<file path="src/rtl/ibus_icache.sv">
// rtl/ibus_icache.sv - direct-mapped read-only instruction cache between IBus and CBus
// Optional hit/miss statistics counters are built when ICACHE_STATS_EN is defined.
package ibus_icache_pkg;
    typedef enum logic [2:0] {
        MSIZE1 = 3'd0,
        MSIZE2 = 3'd1,
        MSIZE4 = 3'd2,
        MSIZE8 = 3'd3
    } msize_t;

    typedef enum logic [3:0] {
        MLEN1  = 4'd0,
        MLEN2  = 4'd1,
        MLEN4  = 4'd3,
        MLEN8  = 4'd7,
        MLEN16 = 4'd15
    } mlen_t;

    typedef enum logic [1:0] {
        AXI_BURST_FIXED = 2'd0,
        AXI_BURST_INCR  = 2'd1,
        AXI_BURST_WRAP  = 2'd2
    } axi_burst_type_t;

    typedef struct packed {
        logic        valid;
        logic [31:0] addr;
    } ibus_req_t;

    typedef struct packed {
        logic        addr_ok;
        logic        data_ok;
        logic [31:0] data;
    } ibus_resp_t;

    typedef struct packed {
        logic            valid;
        logic            is_write;
        msize_t          size;
        logic [31:0]     addr;
        logic [7:0]      strobe;
        logic [63:0]     data;
        mlen_t           len;
        axi_burst_type_t burst;
    } cbus_req_t;

    typedef struct packed {
        logic        ready;
        logic        last;
        logic [63:0] data;
    } cbus_resp_t;
endpackage

module ibus_icache
    import ibus_icache_pkg::*;
#(
    parameter int NUM_LINES  = 4,
    parameter int LINE_BEATS = 4
) (
    input  logic       clk,
    input  logic       reset,
    input  ibus_req_t  ireq,
    output ibus_resp_t iresp,
    output cbus_req_t  icreq,
    input  cbus_resp_t icresp,
    input  logic       flush
`ifdef ICACHE_STATS_EN
    ,
    output logic [63:0] hit_cnt,
    output logic [63:0] miss_cnt
`endif
);

    localparam int BEAT_W  = $clog2(LINE_BEATS);
    localparam int IDX_W   = $clog2(NUM_LINES);
    localparam int OFF_W   = BEAT_W + 1;
    localparam int IDX_LSB = 2 + OFF_W;
    localparam int TAG_LSB = IDX_LSB + IDX_W;
    localparam int TAG_W   = 32 - TAG_LSB;
    localparam mlen_t REFILL_LEN = (LINE_BEATS == 2) ? MLEN2 :
                                   (LINE_BEATS == 4) ? MLEN4 : MLEN8;

    typedef enum logic [1:0] {
        IDLE     = 2'd0,
        REFILL   = 2'd1,
        UNCACHED = 2'd2
    } state_t;

    state_t state_q;
    state_t state_d;

    logic [63:0]      data_mem [NUM_LINES*LINE_BEATS];
    logic [TAG_W-1:0] tag_mem  [NUM_LINES];
    logic [NUM_LINES-1:0] valid_q;

    logic [31:0]       req_addr_q;
    logic [BEAT_W-1:0] cnt_q;
    logic              flush_seen_q;

    logic [IDX_W-1:0]  lk_idx;
    logic [BEAT_W-1:0] lk_beat;
    logic [TAG_W-1:0]  lk_tag;
    logic              lk_hit;
    logic [63:0]       lk_beat_data;
    logic [31:0]       lk_word;
    logic [IDX_W-1:0]  ref_idx;
    logic              addr_match;
    logic              unused_addr_bits;

    assign lk_idx       = ireq.addr[IDX_LSB +: IDX_W];
    assign lk_beat      = ireq.addr[3 +: BEAT_W];
    assign lk_tag       = ireq.addr[31:TAG_LSB];
    assign lk_hit       = valid_q[lk_idx] && (tag_mem[lk_idx] == lk_tag);
    assign lk_beat_data = data_mem[{lk_idx, lk_beat}];
    assign lk_word      = ireq.addr[2] ? lk_beat_data[63:32] : lk_beat_data[31:0];
    assign ref_idx      = req_addr_q[IDX_LSB +: IDX_W];
    assign addr_match   = (ireq.addr[31:2] == req_addr_q[31:2]);
    assign unused_addr_bits = ^ireq.addr[1:0];

    // Next state and the combinational response to the core.
    always_comb begin
        state_d = state_q;
        iresp   = '0;
        case (state_q)
            IDLE: begin
                if (ireq.valid) begin
                    if (!ireq.addr[31]) begin
                        state_d = UNCACHED;
                    end else if (lk_hit) begin
                        iresp.addr_ok = 1'b1;
                        iresp.data_ok = 1'b1;
                        iresp.data    = lk_word;
                    end else begin
                        state_d = REFILL;
                    end
                end
            end
            REFILL: begin
                if (icresp.ready && icresp.last) begin
                    state_d = IDLE;
                end
            end
            UNCACHED: begin
                if (icresp.ready) begin
                    state_d = IDLE;
                    // The core may have moved on; only answer the request we fetched for.
                    if (ireq.valid && addr_match) begin
                        iresp.addr_ok = 1'b1;
                        iresp.data_ok = 1'b1;
                        iresp.data    = req_addr_q[2] ? icresp.data[63:32] : icresp.data[31:0];
                    end
                end
            end
            default: state_d = IDLE;
        endcase
        if (!reset) begin
            iresp = '0;
        end
    end

    // Bus request depends only on state and the latched address.
    always_comb begin
        icreq = '0;
        case (state_q)
            REFILL: begin
                icreq.valid = 1'b1;
                icreq.size  = MSIZE8;
                icreq.addr  = {req_addr_q[31:IDX_LSB], {IDX_LSB{1'b0}}};
                icreq.len   = REFILL_LEN;
                icreq.burst = AXI_BURST_INCR;
            end
            UNCACHED: begin
                icreq.valid = 1'b1;
                icreq.size  = MSIZE4;
                icreq.addr  = req_addr_q;
                icreq.len   = MLEN1;
                icreq.burst = AXI_BURST_INCR;
            end
            default: icreq = '0;
        endcase
    end

    always_ff @(posedge clk) begin
        if (!reset) begin
            state_q      <= IDLE;
            cnt_q        <= '0;
            valid_q      <= '0;
            flush_seen_q <= 1'b0;
            req_addr_q   <= '0;
        end else begin
            state_q <= state_d;
            if (flush) begin
                valid_q <= '0;
            end
            case (state_q)
                IDLE: begin
                    if (state_d != IDLE) begin
                        req_addr_q   <= ireq.addr;
                        cnt_q        <= '0;
                        flush_seen_q <= 1'b0;
                    end
                end
                REFILL: begin
                    if (flush) begin
                        flush_seen_q <= 1'b1;
                    end
                    if (icresp.ready) begin
                        cnt_q <= cnt_q + BEAT_W'(1);
                        if (icresp.last) begin
                            cnt_q <= '0;
                            // A flush seen anywhere in the burst leaves the line invalid.
                            if (!flush && !flush_seen_q) begin
                                valid_q[ref_idx] <= 1'b1;
                            end
                        end
                    end
                end
                default: ;
            endcase
        end
    end

    always_ff @(posedge clk) begin
        if (reset && state_q == REFILL && icresp.ready) begin
            data_mem[{ref_idx, cnt_q}] <= icresp.data;
            if (icresp.last) begin
                tag_mem[ref_idx] <= req_addr_q[31:TAG_LSB];
            end
        end
    end

`ifdef ICACHE_STATS_EN
    logic stat_hit;
    logic stat_miss;

    assign stat_hit  = (state_q == IDLE) && ireq.valid && ireq.addr[31] && lk_hit;
    assign stat_miss = (state_q == IDLE) && (state_d == REFILL);

    always_ff @(posedge clk) begin
        if (!reset) begin
            hit_cnt  <= '0;
            miss_cnt <= '0;
        end else begin
            if (stat_hit && hit_cnt != '1) begin
                hit_cnt <= hit_cnt + 64'd1;
            end
            if (stat_miss && miss_cnt != '1) begin
                miss_cnt <= miss_cnt + 64'd1;
            end
        end
    end
`endif

endmodule
</file>
<file path="config.mk">
export PLATFORM = sky130hd
export DESIGN_NAME = ibus_icache
export DESIGN_NICKNAME = d
export VERILOG_FILES = /design/src/rtl/ibus_icache.sv
export SDC_FILE = /design/constraint.sdc
export NUM_CORES = 1
export LEC_CHECK = 0
export CAP_MARGIN = 20
export CORE_MARGIN = 4
export CORE_UTILIZATION = 40
export DETAILED_ROUTE_END_ITERATION = 7
export SYNTH_ARGS = -nofsm -noshare
export SYNTH_HDL_FRONTEND = slang
export SYNTH_SLANG_ARGS = --single-unit
</file>
<file path="constraint.sdc">
create_clock -name clk -period 10.4 [get_ports clk]
set_clock_uncertainty 0.2 [all_clocks]
set_input_delay 2.6 -clock clk [delete_from_list [all_inputs] [get_ports clk]]
set_output_delay 2.6 -clock clk [all_outputs]
set_load 0.05 [all_outputs]
</file>
==> results_dict.tcl, run 1 <==
set metrics [dict create \
    synthFlopType "edfxtp_1" \
    clock.fmax_mhz 106 \
    fin_nets 2540 \
    cts_num_sinks 1165 \
    drive_gt1_frac 0.236 \
    detailed_place_hpwl_um 65100 \
    synth_edf_count 1124 \
    cp.depth 10 \
    syn2layout_area_growth_pct 15.6 \
    synth.area.top_cells "edfxtp_1, mux4_2, mux2i_1" \
    die_w_um 350 \
    root_buffer "clkbuf_16" \
    multi_input_area_sq_um 11500 \
    vias 22500 \
    die_y_um 350 \
    r2r_end "data_mem[10][40]" \
    grt_use_total 0.189 \
    synth.distinct_cells 59 \
    initial_core_util 0.403 \
    cp_slowest_cell "clkdlybuf4s50_1" \
    postSynthCellCount 2199 \
    crit_type "input pin to output port" \
    worstSkewPairLatency_ps 710 \
    clockBufferDepth 3 \
    globalplace.congestion 0.785 \
    ys_warn_count 0 \
    cp_top_family "buffers and inverters" \
    synth_area_per_cell_sq_um 21.3 \
    cts_buffers 117 \
    tightest_slew_ps 1040 \
    startpoint_type "input pin" \
    async_flop_share 0 \
    crit_chain "buf_6, mux4_1, xnor2_1, and4_1, nand4_1, or4_2, buf_4, o22ai_1, and2_1, clkdlybuf4s50_1" \
    slew_headroom 0.309 \
    drtPass1Iterations 5 \
    synth_top_area_frac 0.721 \
    p_leak_uw 0.0171 \
    htree_levels 3 \
    cpPeakStageDelay_ps 810 \
    port_buffers 173 \
    timing.setup.tns_ps 0 \
    final_hold_viol_count 0 \
    gr-total-overflow 0 \
    setup_violations 0 \
    drtIter0Drc 2297 \
    drtAntennaViolNets 0 \
    power_density_nw_per_um2 186 \
    status "complete, no violations" \
    grt_pass1_vias 23500 \
    clkTransAtPathRegs_ps 60 \
    fillers 9590 \
    period_needed_ps 9430 \
    drc 0 \
    timing.final.crit_share 0.907 \
    post_dp_cell_area_sq_um 50300 \
    rows 125 \
    maxCapViolCount 0 \
    regArea_sq_um 34600 \
    fin_util 0.466 \
    reg2reg_depth 7 \
    netlist_area_sq_um 46800 \
    maxSlewViolCount 0 \
    hold_path_class "flip-flop to flip-flop" \
    worst_ep_arrival_time_ps 6630 \
    crit_path_end_kind "output port" \
    vias_per_cell 5.55 \
    ys_seq_area_frac 0.738 \
    reg2reg_slack_ps 6450 \
    wl_per_cell_um 28.5 \
    ctsHoldBuffers 0 \
    cts_tree "built" \
    antenna_found_initial 14 \
    grt_max_degree 70 \
    grt_pass1_wl_um 168000 \
    core_sq_um 116000 \
    cp.required_ps 7600 \
    crit_start "ireq[5]" \
    ir_worst_vdd_v 0.000159 \
    fp.dieArea_sq_um 123000 \
    synth-seq-cells 1165 \
    postLayoutCellArea_sq_um 54100 \
    synth_top_cell_by_area "edfxtp_1" \
    critical_path.max_fanout 51 \
    io_pins 251 \
    drt-total-wl_um 116000 \
    timing.rr.start "state_q[1]" \
    postCtsResizedCells 0 \
    crit_end "iresp[7]" \
    grt_setup_unrepaired "false" \
    post_cts_buffers 0 \
    crit_buf_inv 3 \
]
-- metal layers --
| metal | global-route usage | share of wire | wire, um | up-vias |
|---|---|---|---|---|
| li1 | - | - | - | 9417 |
| met1 | 0.258 | 0.41 | 47800 | 12100 |
| met2 | 0.317 | 0.50 | 57700 | 764 |
| met3 | 0.0371 | 0.068 | 7870 | 166 |
| met4 | 0.0404 | 0.019 | 2230 | 12 |
| met5 | 0 | 0.00068 | 79 | - |
-- power breakdown --
part / switching (uW) / total (uW) / internal, uW
logic: 395 / 644 / 249
registers: 33.6 / 5210 / 5170
clock network: 1780 / 4200 / 2430
total: 2210 / 10100 / 7850
-- cells in the mapped netlist, types with 3 or more instances --
library cell and number:
a211oi_1 3, a21oi_1 6, and2_1 59, and3_1 6
and4_1 4, buf_1 22, buf_2 15, buf_4 85
buf_6 9, clkbuf_1 66, dfxtp_1 41, edfxtp_1 1124
ha_1 8, inv_1 14, mux2_2 6, mux2i_1 126
mux4_1 4, mux4_2 329, nand2_1 80, nand2b_1 6
nand4_1 10, nor2_1 34, nor4_1 8, o21ai_0 10
o22ai_1 35, xnor2_1 33, xor2_1 18
-- kinds of logic after synthesis --
kind of cell | after synthesis | synth area share
xor+xnor | 52 | 0.00989
simple gates | 221 | 0.0238
mux | 465 | 0.189
buf+inv | 213 | 0.0261
fa+ha+maj | 8 | 0.00214
other cells | 1 | 0.0000801
flops | 1165 | 0.738
compound gates | 74 | 0.0108
-- layout make-up --
class | instances | area share
multi-input cells | 897 | 0.212
clock inverters | 74 | 0.0151
diodes | 4 | 0.000185
well taps | 1524 | 0.0352
clock buffers | 141 | 0.0559
inverters | 15 | 0.00104
flip-flops and latches | 1165 | 0.639
repair buffers | 234 | 0.0422
-- cell usage in the layout, fill, tap and decap left out, types with 4 or more instances in the layout --
master / synthesis / routed
edfxtp_1: 1124 / 1124
mux4_2: 329 / 329
clkdlybuf4s50_1: 0 / 165
mux2i_1: 126 / 126
clkbuf_16: 0 / 117
nand2_1: 80 / 80
conb_1: 1 / 77
and2_1: 59 / 59
buf_4: 85 / 55
dfxtp_1: 41 / 40
o22ai_1: 35 / 35
xnor2_1: 33 / 33
clkinv_1: 0 / 30
clkbuf_1: 66 / 23
nor2_4: 0 / 18
xor2_1: 18 / 18
clkinv_2: 0 / 18
inv_1: 14 / 14
bufinv_16: 0 / 14
nor2_1: 34 / 13
o21ai_0: 10 / 10
nand4_1: 10 / 10
nor4_1: 8 / 8
ha_1: 8 / 8
buf_12: 1 / 8
and3_1: 6 / 6
mux2_2: 6 / 6
nand2b_1: 6 / 6
a21oi_1: 6 / 6
diode_2: 0 / 4
mux4_1: 4 / 4
and4_1: 4 / 4
-- tightest hold or removal path, stage by stage (launching register included) --
cell     delay (ps)
dfxtp_1         310
nand2_1          50
mux2i_1          50
-- per-stage QoR --
step / hold slack, ps / instances / setup slack, ps / total power [uW]
5_1_grt: 284 / 4050 / 724 / 10400
3_5_place_dp: 247 / 3835 / 943 / 5960
4_1_cts: 262 / 4050 / 935 / 10200
2_1_floorplan: 219 / 2275 / 1880 / 5720
3_3_place_gp: 234 / 3835 / 1020 / 5940
6_report: 261 / 4054 / 970 / 10100
-- how the worst min path moves through the flow --
stage               slack (ps)           from  cells after the start            end
detailed placement         250     valid_q[2]                      2     valid_q[2]
finish                     260  req_addr_q[1]                      2  req_addr_q[1]
global placement           230     valid_q[2]                      2     valid_q[2]
global route               280  req_addr_q[1]                      2  req_addr_q[1]
floorplan                  220     valid_q[1]                      2     valid_q[1]
CTS                        260     valid_q[2]                      2     valid_q[2]
-- state kept, by name, indices dropped and copies added (netlist names) --
name          count
state_q           2
valid_q           4
flush_seen_q      1
data_mem       1024
req_addr_q       32
tag_mem         100
cnt_q             2
(Power assumes the default switching activity.)
==> run 2, diff against run 1 <==
CTS_BUF_LIST = sky130_fd_sc_hd__clkbuf_16   (was not set)
SLEW_MARGIN = 10   (was not set)
==> results_dict.tcl, run 2 (synthesis gave the netlist of run 1 again) <==
set metrics [dict create \
    slew_headroom 0.303 \
    final_cell_mix "edfxtp_1, mux4_2, clkdlybuf4s50_1" \
    clkTransAtPathRegs_ps 60 \
    timing.setup.tns_ps 0 \
    top_register "data_mem" \
    crit_path_end_kind "output port" \
    vias_per_cell 5.55 \
    drtIter0Drc 2329 \
    timing.final.crit_share 0.907 \
    clock.fmax_mhz 106 \
    drive_gt1_frac 0.236 \
    reg2reg_depth 7 \
    cp_top_family "buffers and inverters" \
    io_pins 251 \
    gr-total-overflow 0 \
    fin_nets 2540 \
    port_buffers 173 \
    drtPass1Iterations 5 \
    critical_path.max_fanout 51 \
    fin_util 0.466 \
    worstSkewPairLatency_ps 710 \
    die_w_um 350 \
    tightest_slew_ps 1050 \
    root_buffer "clkbuf_16" \
    cpPeakStageDelay_ps 810 \
    worst_ep_arrival_time_ps 6640 \
    crit_buf_inv 3 \
    reg_top3 "data_mem x1024, tag_mem x100, req_addr_q x32" \
    rows 125 \
    min_path_cells 2 \
    maxCapViolCount 0 \
    antenna_found_initial 14 \
    grt_setup_unrepaired "false" \
    grt_pass1_wl_um 168000 \
    final_common_cell "edfxtp_1" \
    die_y_um 350 \
    cp_slowest_cell "clkdlybuf4s50_1" \
    post_cts_buffers 0 \
    clockBufferDepth 3 \
    grt_use_total 0.189 \
    core_sq_um 116000 \
    vias 22500 \
    globalplace.congestion 0.785 \
    cp.required_ps 7600 \
    startpoint_type "input pin" \
    wl_per_cell_um 28.5 \
    ir_worst_vdd_v 0.000159 \
    syn2layout_area_growth_pct 15.6 \
    p_leak_uw 0.0172 \
    cts_buffers 117 \
    initial_core_util 0.403 \
    drc 0 \
    largest_register_ffs 1024 \
    cts_tree "built" \
    power_density_nw_per_um2 185 \
    status "complete, no violations" \
    ctsHoldBuffers 0 \
    crit_chain "buf_6, mux4_1, xnor2_1, and4_1, nand4_1, or4_2, buf_4, o22ai_1, and2_1, clkdlybuf4s50_1" \
    htree_levels 3 \
    cp.depth 10 \
    period_needed_ps 9440 \
    detailed_place_hpwl_um 65100 \
    setup_violations 0 \
    crit_type "input pin to output port" \
    final_hold_viol_count 0 \
    maxSlewViolCount 0 \
    grt_pass1_vias 23500 \
    fp.dieArea_sq_um 123000 \
    grt_max_degree 70 \
    cts_num_sinks 1165 \
    hold_path_class "flip-flop to flip-flop" \
    drt-total-wl_um 116000 \
    drtAntennaViolNets 0 \
    postCtsResizedCells 0 \
]
## run 2: changes by cell type in the layout (fill, tap and decap cells not counted), sizes merged
cell,previous run,this run
diode,4,6
clkbuf,141,117
clkinv,52,53
inv,21,44
## run 2: worst paths after layout
check / slack, ps / from / end
worst min-delay path: 260 / req_addr_q[1] / req_addr_q[1]
worst max register to register: 6440 / state_q[1] / data_mem[10][40]
worst max-delay path: 960 / ireq[5] / iresp[15]
worst min register to register: 260 / req_addr_q[1] / req_addr_q[1]
## run 2: layout make-up
class,instances,area (sq um)
multi-input combinational,897,11500
antenna,6,15.0
tap,1524,1910
sequential,1165,34600
clock buffer,117,2930
clock inverter,98,907
inverter,15,56.3
fill,9596,62100
timing repair buffer,234,2290
## run 2: per-stage QoR
stage | setup WS, ps | area [sq um] | hold WS [ps] | std cells | power [uW]
final | 963 | 54100 | 261 | 4056 | 10000
after global routing | 724 | 54100 | 284 | 4050 | 10400
after CTS | 935 | 54100 | 262 | 4050 | 10100
after detailed placement | 943 | 50300 | 247 | 3835 | 5960
after global placement | 1020 | 50300 | 234 | 3835 | 5940
after floorplan | 1880 | 47100 | 219 | 2275 | 5720
## run 2: where the power goes
group / internal (uW) / switching (uW)
registers: 5170 / 33.6
logic: 249 / 395
clock network: 2400 / 1780
## run 2: layer usage
layer  part of all wire  GRT usage
met5            0.00068          0
met4              0.020     0.0404
met2               0.50      0.317
met1               0.41      0.258
met3              0.068     0.0371
## run 2: worst register-to-register path: stages, from the launching register on
cell,delay (ps)
dfxtp_1,350
inv_1,110
ha_1,370
and3_1,350
nand2_1,270
nor2_4,720
buf_4,500
buf_4,650
